$ cat config.mk
export PLATFORM = sky130hd
export DESIGN_NAME = mul_div_unit
export DESIGN_NICKNAME = d
export VERILOG_FILES = /design/src/rtl/mul_div_unit.sv
export SDC_FILE = /design/constraint.sdc
export NUM_CORES = 1
export LEC_CHECK = 0
export ABC_CLOCK_PERIOD_IN_PS = 10000
export BUFFER_PORTS_ARGS = -buffer_cell sky130_fd_sc_hd__clkbuf_2
export CORE_MARGIN = 8
export CORE_UTILIZATION = 50
export DETAILED_ROUTE_END_ITERATION = 6
export PLACE_DENSITY = 0.74
export REMOVE_ABC_BUFFERS = 1
export SKIP_LAST_GASP = 1
export SLEW_MARGIN = 20
export SYNTH_ARGS = -nofsm -noshare
export SYNTH_HDL_FRONTEND = slang
export SYNTH_SLANG_ARGS = --single-unit
export TNS_END_PERCENT = 10
$ cat constraint.sdc
create_clock -name clk -period 10 [get_ports clk]
set_clock_uncertainty 0.05 [all_clocks]
set_input_delay 0 -clock clk [delete_from_list [all_inputs] [get_ports clk]]
set_output_delay 0 -clock clk [all_outputs]
set_load 0.03 [all_outputs]
$ cat src/rtl/mul_div_unit.sv
// Iterative HI/LO multiply/divide unit: shift-add MULT, restoring DIV, MTHI/MTLO writes.
// Latency: MULT/DIV result and done appear WIDTH+1 cycles after the accepting edge; MTHI/MTLO write at the accepting edge.
// Backpressure: busy holds the core; start is ignored for every op while busy, and accepted again in the done cycle.
module mul_div_unit #(
    parameter int WIDTH = 32,
    parameter int CNT_W = 6
) (
    input  logic             clk,
    input  logic             reset,
    input  logic             start,
    input  logic [1:0]       op,
    input  logic             Sign,
    input  logic [WIDTH-1:0] A,
    input  logic [WIDTH-1:0] B,
    output logic             busy,
    output logic             done,
    output logic             div_zero,
    output logic [WIDTH-1:0] hi,
    output logic [WIDTH-1:0] lo
);

    localparam logic [1:0] OP_MULT = 2'b00;
    localparam logic [1:0] OP_DIV  = 2'b01;
    localparam logic [1:0] OP_MTHI = 2'b10;
    localparam logic [1:0] OP_MTLO = 2'b11;

    typedef enum logic [1:0] {
        S_IDLE = 2'b00,
        S_MUL  = 2'b01,
        S_DIV  = 2'b10,
        S_FIX  = 2'b11
    } state_t;

    state_t state, state_nxt;

    logic [CNT_W-1:0]   cnt;
    // MULT: multiplicand magnitude; DIV: divisor magnitude
    logic [WIDTH-1:0]   opnd;
    // MULT: {partial product high, remaining multiplier}; DIV: {remainder, dividend/quotient}
    logic [2*WIDTH-1:0] prod;
    logic               is_div;
    logic               neg_res;
    logic               neg_rem;
    logic               b_zero;
    logic [WIDTH-1:0]   a_orig;

    logic               accept;
    logic               last_step;
    logic [WIDTH-1:0]   a_mag;
    logic [WIDTH-1:0]   b_mag;
    logic [WIDTH:0]     mul_sum;
    logic [WIDTH:0]     div_shift;
    logic [WIDTH:0]     div_diff;
    logic               div_ok;
    logic [2*WIDTH-1:0] prod_fix;
    logic [WIDTH-1:0]   quo_fix;
    logic [WIDTH-1:0]   rem_fix;

    assign busy      = (state != S_IDLE);
    assign accept    = (state == S_IDLE) && start && (op == OP_MULT || op == OP_DIV);
    assign last_step = (cnt == CNT_W'(WIDTH-1));

    // Magnitudes: -0x80..0 wraps to itself, which read unsigned is exactly 2^(WIDTH-1)
    assign a_mag = (Sign && A[WIDTH-1]) ? -A : A;
    assign b_mag = (Sign && B[WIDTH-1]) ? -B : B;

    // One shift-add step: add multiplicand to the high half when the multiplier LSB is set
    assign mul_sum = {1'b0, prod[2*WIDTH-1:WIDTH]} + (prod[0] ? {1'b0, opnd} : {(WIDTH+1){1'b0}});

    // One restoring step: bring in next dividend bit, trial-subtract the divisor
    assign div_shift = {prod[2*WIDTH-1:WIDTH], prod[WIDTH-1]};
    assign div_diff  = div_shift - {1'b0, opnd};
    assign div_ok    = ~div_diff[WIDTH];

    assign prod_fix = neg_res ? -prod : prod;
    assign quo_fix  = neg_res ? -prod[WIDTH-1:0] : prod[WIDTH-1:0];
    assign rem_fix  = neg_rem ? -prod[2*WIDTH-1:WIDTH] : prod[2*WIDTH-1:WIDTH];

    // State register
    always_ff @(posedge clk or negedge reset) begin
        if (!reset) begin
            state <= S_IDLE;
        end else begin
            state <= state_nxt;
        end
    end

    // Next-state: fixed WIDTH iterations then one sign-fix cycle
    always_comb begin
        state_nxt = state;
        case (state)
            S_IDLE: begin
                if (accept) begin
                    state_nxt = (op == OP_DIV) ? S_DIV : S_MUL;
                end
            end
            S_MUL:   if (last_step) state_nxt = S_FIX;
            S_DIV:   if (last_step) state_nxt = S_FIX;
            S_FIX:   state_nxt = S_IDLE;
            default: state_nxt = S_IDLE;
        endcase
    end

    // Datapath: operand latch, iteration, and HI/LO/flag update
    always_ff @(posedge clk or negedge reset) begin
        if (!reset) begin
            cnt      <= '0;
            opnd     <= '0;
            prod     <= '0;
            is_div   <= 1'b0;
            neg_res  <= 1'b0;
            neg_rem  <= 1'b0;
            b_zero   <= 1'b0;
            a_orig   <= '0;
            done     <= 1'b0;
            div_zero <= 1'b0;
            hi       <= '0;
            lo       <= '0;
        end else begin
            done <= 1'b0;
            case (state)
                S_IDLE: begin
                    if (start) begin
                        if (op == OP_MTHI) begin
                            hi <= A;
                        end else if (op == OP_MTLO) begin
                            lo <= A;
                        end else begin
                            is_div   <= (op == OP_DIV);
                            opnd     <= (op == OP_DIV) ? b_mag : a_mag;
                            prod     <= {{WIDTH{1'b0}}, ((op == OP_DIV) ? a_mag : b_mag)};
                            neg_res  <= Sign && (A[WIDTH-1] ^ B[WIDTH-1]);
                            neg_rem  <= Sign && A[WIDTH-1];
                            b_zero   <= (B == '0);
                            a_orig   <= A;
                            div_zero <= 1'b0;
                            cnt      <= '0;
                        end
                    end
                end
                S_MUL: begin
                    prod <= {mul_sum, prod[WIDTH-1:1]};
                    cnt  <= cnt + CNT_W'(1);
                end
                S_DIV: begin
                    prod <= div_ok ? {div_diff[WIDTH-1:0], prod[WIDTH-2:0], 1'b1}
                                   : {div_shift[WIDTH-1:0], prod[WIDTH-2:0], 1'b0};
                    cnt  <= cnt + CNT_W'(1);
                end
                S_FIX: begin
                    done <= 1'b1;
                    if (!is_div) begin
                        hi <= prod_fix[2*WIDTH-1:WIDTH];
                        lo <= prod_fix[WIDTH-1:0];
                    end else if (b_zero) begin
                        lo       <= '1;
                        hi       <= a_orig;
                        div_zero <= 1'b1;
                    end else begin
                        lo <= quo_fix;
                        hi <= rem_fix;
                    end
                end
                default: ;
            endcase
        end
    end

endmodule

## Yosys cells after proc, flatten, opt, wreduce, memory -nomap -nowiden

Index checks and enable logic that the tools add are counted.

- Register bits after elaboration: 206
- Input port bits: 70
- Output and inout port bits: 67
- Logic and storage cells: 100

- Add/subtract/negate cells: 8
- Eq/ne operators: 16
- Muxes and demuxes: 39
- Bitwise operators: 3
- Reduce and logical (&&, ||, !) cells: 21

Operator list:

| kind | number |
|---|---|
| 2-to-1 mux 32 bit | 16 |
| 2-to-1 mux 64 bit | 5 |
| case mux 64 bit (3 select lines) | 1 |
| negation 32 bit | 4 |
| case mux 32 bit (2 select lines) | 2 |
| negation 64 bit | 1 |
| adder 32 x 32 -> 33 bit | 1 |
| subtractor 33 x 32 -> 33 bit | 1 |
| logical NOT 32 bit | 1 |
| 2-to-1 mux 6 bit | 3 |
| AND reduction 4 bit | 4 |
| != test 2 bit (second input constant) | 6 |
| case mux 6 bit (2 select lines) | 1 |
| == test 2 bit (second input constant) | 4 |
| adder 6 x 1 -> 6 bit (second input constant) | 1 |
| == test 6 x 5 -> 1 bit (second input constant) | 1 |
| 2-to-1 mux 1 bit | 6 |
| 2-to-1 mux 2 bit | 3 |
| != test 2 x 1 -> 1 bit (second input constant) | 3 |
| case mux 2 bit (3 select lines) | 1 |
| AND reduction 6 bit | 1 |
| nonzero test 2 bit | 3 |
| logical AND 1 bit | 5 |
| == test 2 x 1 -> 1 bit (second input constant) | 2 |
| 9 further kinds | 11 |

## Longest topological paths before layout

- Depth after elaboration: 7
- Depth in mapped cells: 15
- Gate-level depth less buffers: 14

## Least setup slack after synthesis

Ideal clock, no wire load.

- Kind: flip-flop to flip-flop
- Start point: reg prod[0]
- End point: reg prod[60]
- Setup time: 145 ps
- Arrival: 3,443 ps
- Data required time: 9,805 ps
- Slack: 6,363 ps
- Stages on the path, launching flop included: 15
- Buffers on the path: 1
- Period minus slack after synthesis: 3,637 ps
- Cell sequence: dfrtp_1 -> inv_1 -> clkbuf_1 -> nor2_1 -> ha_1 -> o21ai_0 -> o21a_1 -> or4b_2 -> a21oi_1 -> a31oi_1 -> o21ai_0 -> a2111oi_0 -> a31o_2 -> o21ai_0 -> a311oi_1

- Cells in the longest elaborated chain, start to end: 3

RTL lines:

| element | line | text |
|---|---|---|
| from (decl) | 40 | `logic [2*WIDTH-1:0] prod;` |
| from (signal assigned) | 131 | `prod <= {{WIDTH{1'b0}}, ((op == OP_DIV) ? a_mag : b_mag)};` |
| from (signal assigned) | 142 | `prod <= {mul_sum, prod[WIDTH-1:1]};` |
| from (signal assigned) | 146 | `prod <= div_ok ? {div_diff[WIDTH-1:0], prod[WIDTH-2:0], 1'b1}` |
| 2-to-1 mux 32 bit | 68 | `assign mul_sum = {1'b0, prod[2*WIDTH-1:WIDTH]} + (prod[0] ? {1'b0, opnd} : {(WIDTH+1){1'b0}});` |
| adder 32 x 32 -> 33 bit | 68 |  |
| case mux 64 bit (3 select lines) | 121 | `case (state)` |

Every way passes these cells.
A chain may end at the register's enable or synchronous reset.

## Final worst setup path

Same ends and word-level chain as after synthesis.

==> results.py <==
metrics = {
    "run_status": {
        "outcome": "complete, no violations",
    },
    "layout": {
        "nFillCells": 3059,
        "drive_gt1_frac": 0.101,
        "fin_nets": 2446,
        "design_area_um2": 19300,
        "post-route-util": 0.578,
        "antenna_cells": 0,
        "area_growth_pct": 14.4,
    },
    "die": {
        "die_h_um": 200,
        "die_x_um": 200,
        "pin_count": 137,
        "num_rows": 67,
        "core_area_um2": 33400,
        "start_util": 0.505,
        "die-area_um2": 39900,
    },
    "clock_network": {
        "path_clk_slew_ns": 0.07,
        "cts_sinks": 206,
        "cts_buffer_depth": 3,
        "cts_tree": "yes",
        "insertion_delay_ns": 0.54,
        "htree_levels": 1,
        "root_buffer": "clkbuf_16",
        "cts_setup_buffers": 0,
        "cts_buffers": 25,
    },
    "power_and_ir_drop": {
        "p_total_uw": 6810,
        "p_seq_frac": 0.250,
        "total_leakage_power_uw": 0.00860,
        "ir_drop_v": 0.000267,
        "power_frac_comb": 0.611,
        "p_sw_uw": 3560,
        "power_density_nw_per_um2": 352,
        "internal-power_uw": 3250,
        "switching_share": 0.522,
        "clockPowerShare": 0.139,
    },
    "synth": {
        "synthArstFlopShare": 1.00,
        "avgSynthCellArea_um2": 7.67,
        "ys_seq_area_frac": 0.305,
        "synth_seq_cells": 206,
        "syn_area_um2": 16900,
        "synthFlopType": "dfrtp_1",
        "synth_cell_types": 79,
        "yosysWarnings": 0,
        "netlist_instances": 2202,
        "synth-edff-count": 0,
    },
    "placement": {
        "dpl.hpwl_um": 43200,
        "place.gp.congestion": 0.953,
        "dp_slack_ns": 5.33,
        "portBuffers": 136,
        "dpl_cell_area_um2": 17700,
    },
    "setup_path": {
        "rr_worst_depth": 13,
        "timing.rr.start": "prod[0]$_DFFE_PN0P_",
        "end_kind": "flop",
        "crit_required_ns": 10.40,
        "critPathMaxFanout": 32,
        "rrSetupSlack_ns": 5.24,
        "critPathKind": "reg2reg",
        "r2r_end": "prod[60]$_DFFE_PN0P_",
        "startpoint_type": "flop",
        "cp.arrival_ns": 5.16,
    },
    "drt": {
        "dr.first_iter.drc_count": 2208,
        "ant_nets": 0,
        "post_drt_via_cell_ratio": 6.46,
        "post_drt_wl_per_cell_um": 22.4,
        "first_pass_iters": 5,
        "drcViolationCount": 0,
        "num_vias": 17881,
        "wirelength_um": 62000,
    },
    "sta": {
        "rsz0062_at_grt": "false",
        "final_max_slew_viol_count": 0,
        "min_period_ns": 4.76,
        "setup_ws_ns": 5.24,
        "clock.fmax_ghz": 0.210,
        "finalHoldViolations": 0,
        "max_slew.worst_pin.slew_ns": 1.12,
        "fin_crit_sh": 0.476,
        "maxSlewHeadroom": 0.254,
        "finalSetupViolations": 0,
        "tns_ns": 0,
    },
    "run": {
        "drv_cap": 0,
    },
    "hold_path": {
        "hold_path.class": "in2async",
    },
    "global_routing": {
        "grt_max_degree": 78,
        "grt_pass1_wl_um": 97200,
        "grt_pass1_vias": 17125,
        "gr-total-overflow": 0,
        "antenna_found_initial": 0,
        "grt_use_total": 0.306,
    },
}
## worst max-delay path, stage by stage, from the launching register on
cell and delay (ns):
dfrtp_1 0.45, inv_1 0.83, nor2_1 0.14, ha_1 0.39, o21ai_0 0.12, o21a_1 0.20
or4b_2 0.70, a21oi_1 0.42, a31oi_1 0.21, o21ai_0 0.40, and2_1 0.22, a31o_2 0.15
o21ai_0 0.08, a311oi_1 0.29
## synthesized netlist by cell type (all sizes together) (7+ instances only)
master | number | area [µm²]
a221oi | 11 | 96.3
mux2i | 19 | 190
o21bai | 9 | 67.6
a21oi | 168 | 841
o21a | 12 | 90.1
dfrtp | 206 | 5150
o21ai | 266 | 1340
buf | 31 | 144
nor3 | 31 | 155
and3 | 12 | 75.1
or3 | 15 | 93.8
nor2 | 169 | 634
inv | 70 | 263
ha | 74 | 926
or4 | 31 | 248
nand2b | 15 | 93.8
nand2 | 333 | 1250
o31ai | 43 | 342
a211oi | 10 | 75.1
a21o | 44 | 330
or2 | 7 | 43.8
xor2 | 55 | 482
and2 | 12 | 75.1
a22oi | 36 | 270
nor4 | 14 | 87.6
nand3 | 32 | 160
clkbuf | 130 | 508
xnor2 | 117 | 1020
nor2b | 13 | 81.3
o221ai | 20 | 175
o41ai | 11 | 96.3
nor3b | 15 | 113
o22ai | 40 | 250
a221o | 24 | 243
o211ai | 16 | 120
a31oi | 19 | 119
## sequential cells by signal (all words and copies together) (netlist names), 2 cells and up
name / count
prod: 64
lo: 32
opnd: 32
a_orig: 32
state: 2
hi: 32
cnt: 6
## worst max path at each step
| stage | cells past startpoint | startpoint | to |
|---|---|---|---|
| 6_report | 13 | prod[0]$_DFFE_PN0P_ | prod[60]$_DFFE_PN0P_ |
| 5_1_grt | 13 | prod[0]$_DFFE_PN0P_ | prod[60]$_DFFE_PN0P_ |
| 4_1_cts | 13 | prod[0]$_DFFE_PN0P_ | prod[60]$_DFFE_PN0P_ |
| 3_5_place_dp | 13 | prod[0]$_DFFE_PN0P_ | prod[60]$_DFFE_PN0P_ |
| 3_3_place_gp | 13 | prod[0]$_DFFE_PN0P_ | prod[60]$_DFFE_PN0P_ |
| 2_1_floorplan | 12 | prod[31]$_DFFE_PN0P_ | prod[58]$_DFFE_PN0P_ |
## layer usage
| metal | wire [µm] | track usage | share of wire |
|---|---|---|---|
| met1 | 25400 | 0.413 | 0.41 |
| met2 | 27800 | 0.478 | 0.45 |
| met3 | 5940 | 0.0568 | 0.096 |
| met4 | 2790 | 0.131 | 0.045 |
| met5 | 0 | 0 | 0 |
## cell type report
type | instances | area (µm²) | share of cell area
Multi-Input combinational cell | 1764 | 10900 | 0.562
Sequential cell | 206 | 5160 | 0.267
Clock buffer | 34 | 729 | 0.0377
Timing Repair Buffer | 232 | 1640 | 0.0847
Inverter | 71 | 267 | 0.0138
Tap cell | 448 | 561 | 0.0290
Clock inverter | 11 | 114 | 0.00589
## cells by family after synthesis
logic type / synth area share
adders and majority gates: 0.0572
xor gates and xnor gates: 0.0891
AOI/OAI and AO/OA: 0.291
and+or+nand+nor: 0.190
DFF: 0.305
muxes: 0.0126
buffers and inverters: 0.0543
## stage by stage
stage,hold slack (ns),instances
6_report,0.0188,2766
3_3_place_gp,-0.0691,2646
5_1_grt,0.0455,2766
2_1_floorplan,-0.346,2041
4_1_cts,0.00869,2765
3_5_place_dp,-0.0591,2646
## cells in the final DEF, fill, tap and decap left out, drive strengths merged, types with 13 or more instances in the layout
cell type    instances
nor2b               13
xor2                55
o211ai              16
nand2b              15
clkbuf             169
nand3               32
a221o               24
a21oi              168
nand2              333
o22ai               40
dlygate4sd3         73
dfrtp              206
a21o                44
o21ai              266
nor4                14
nor2               169
xnor2              117
ha                  74
o31ai               43
o221ai              20
buf                 24
a22oi               36
mux2i               19
or4                 31
inv                 70
or3                 15
a31oi               19
nor3                31
nor3b               15
## power by group through the flow
stage | sequential (µW) | combinational, µW | clock, µW
detailed placement | 1690 | 4010 | 0
CTS | 1680 | 4060 | 950
global route | 1750 | 4540 | 982
global placement | 1670 | 3940 | 0
floorplan | 1800 | 2620 | 0
finish | 1700 | 4160 | 946
## timing repair
action / CTS / global route
hold buffers: 74 / 0
hold endpoints to repair: 207 / 0
resized for setup: 0 / 0
No activity file was read; power rests on OpenSTA's default activity.
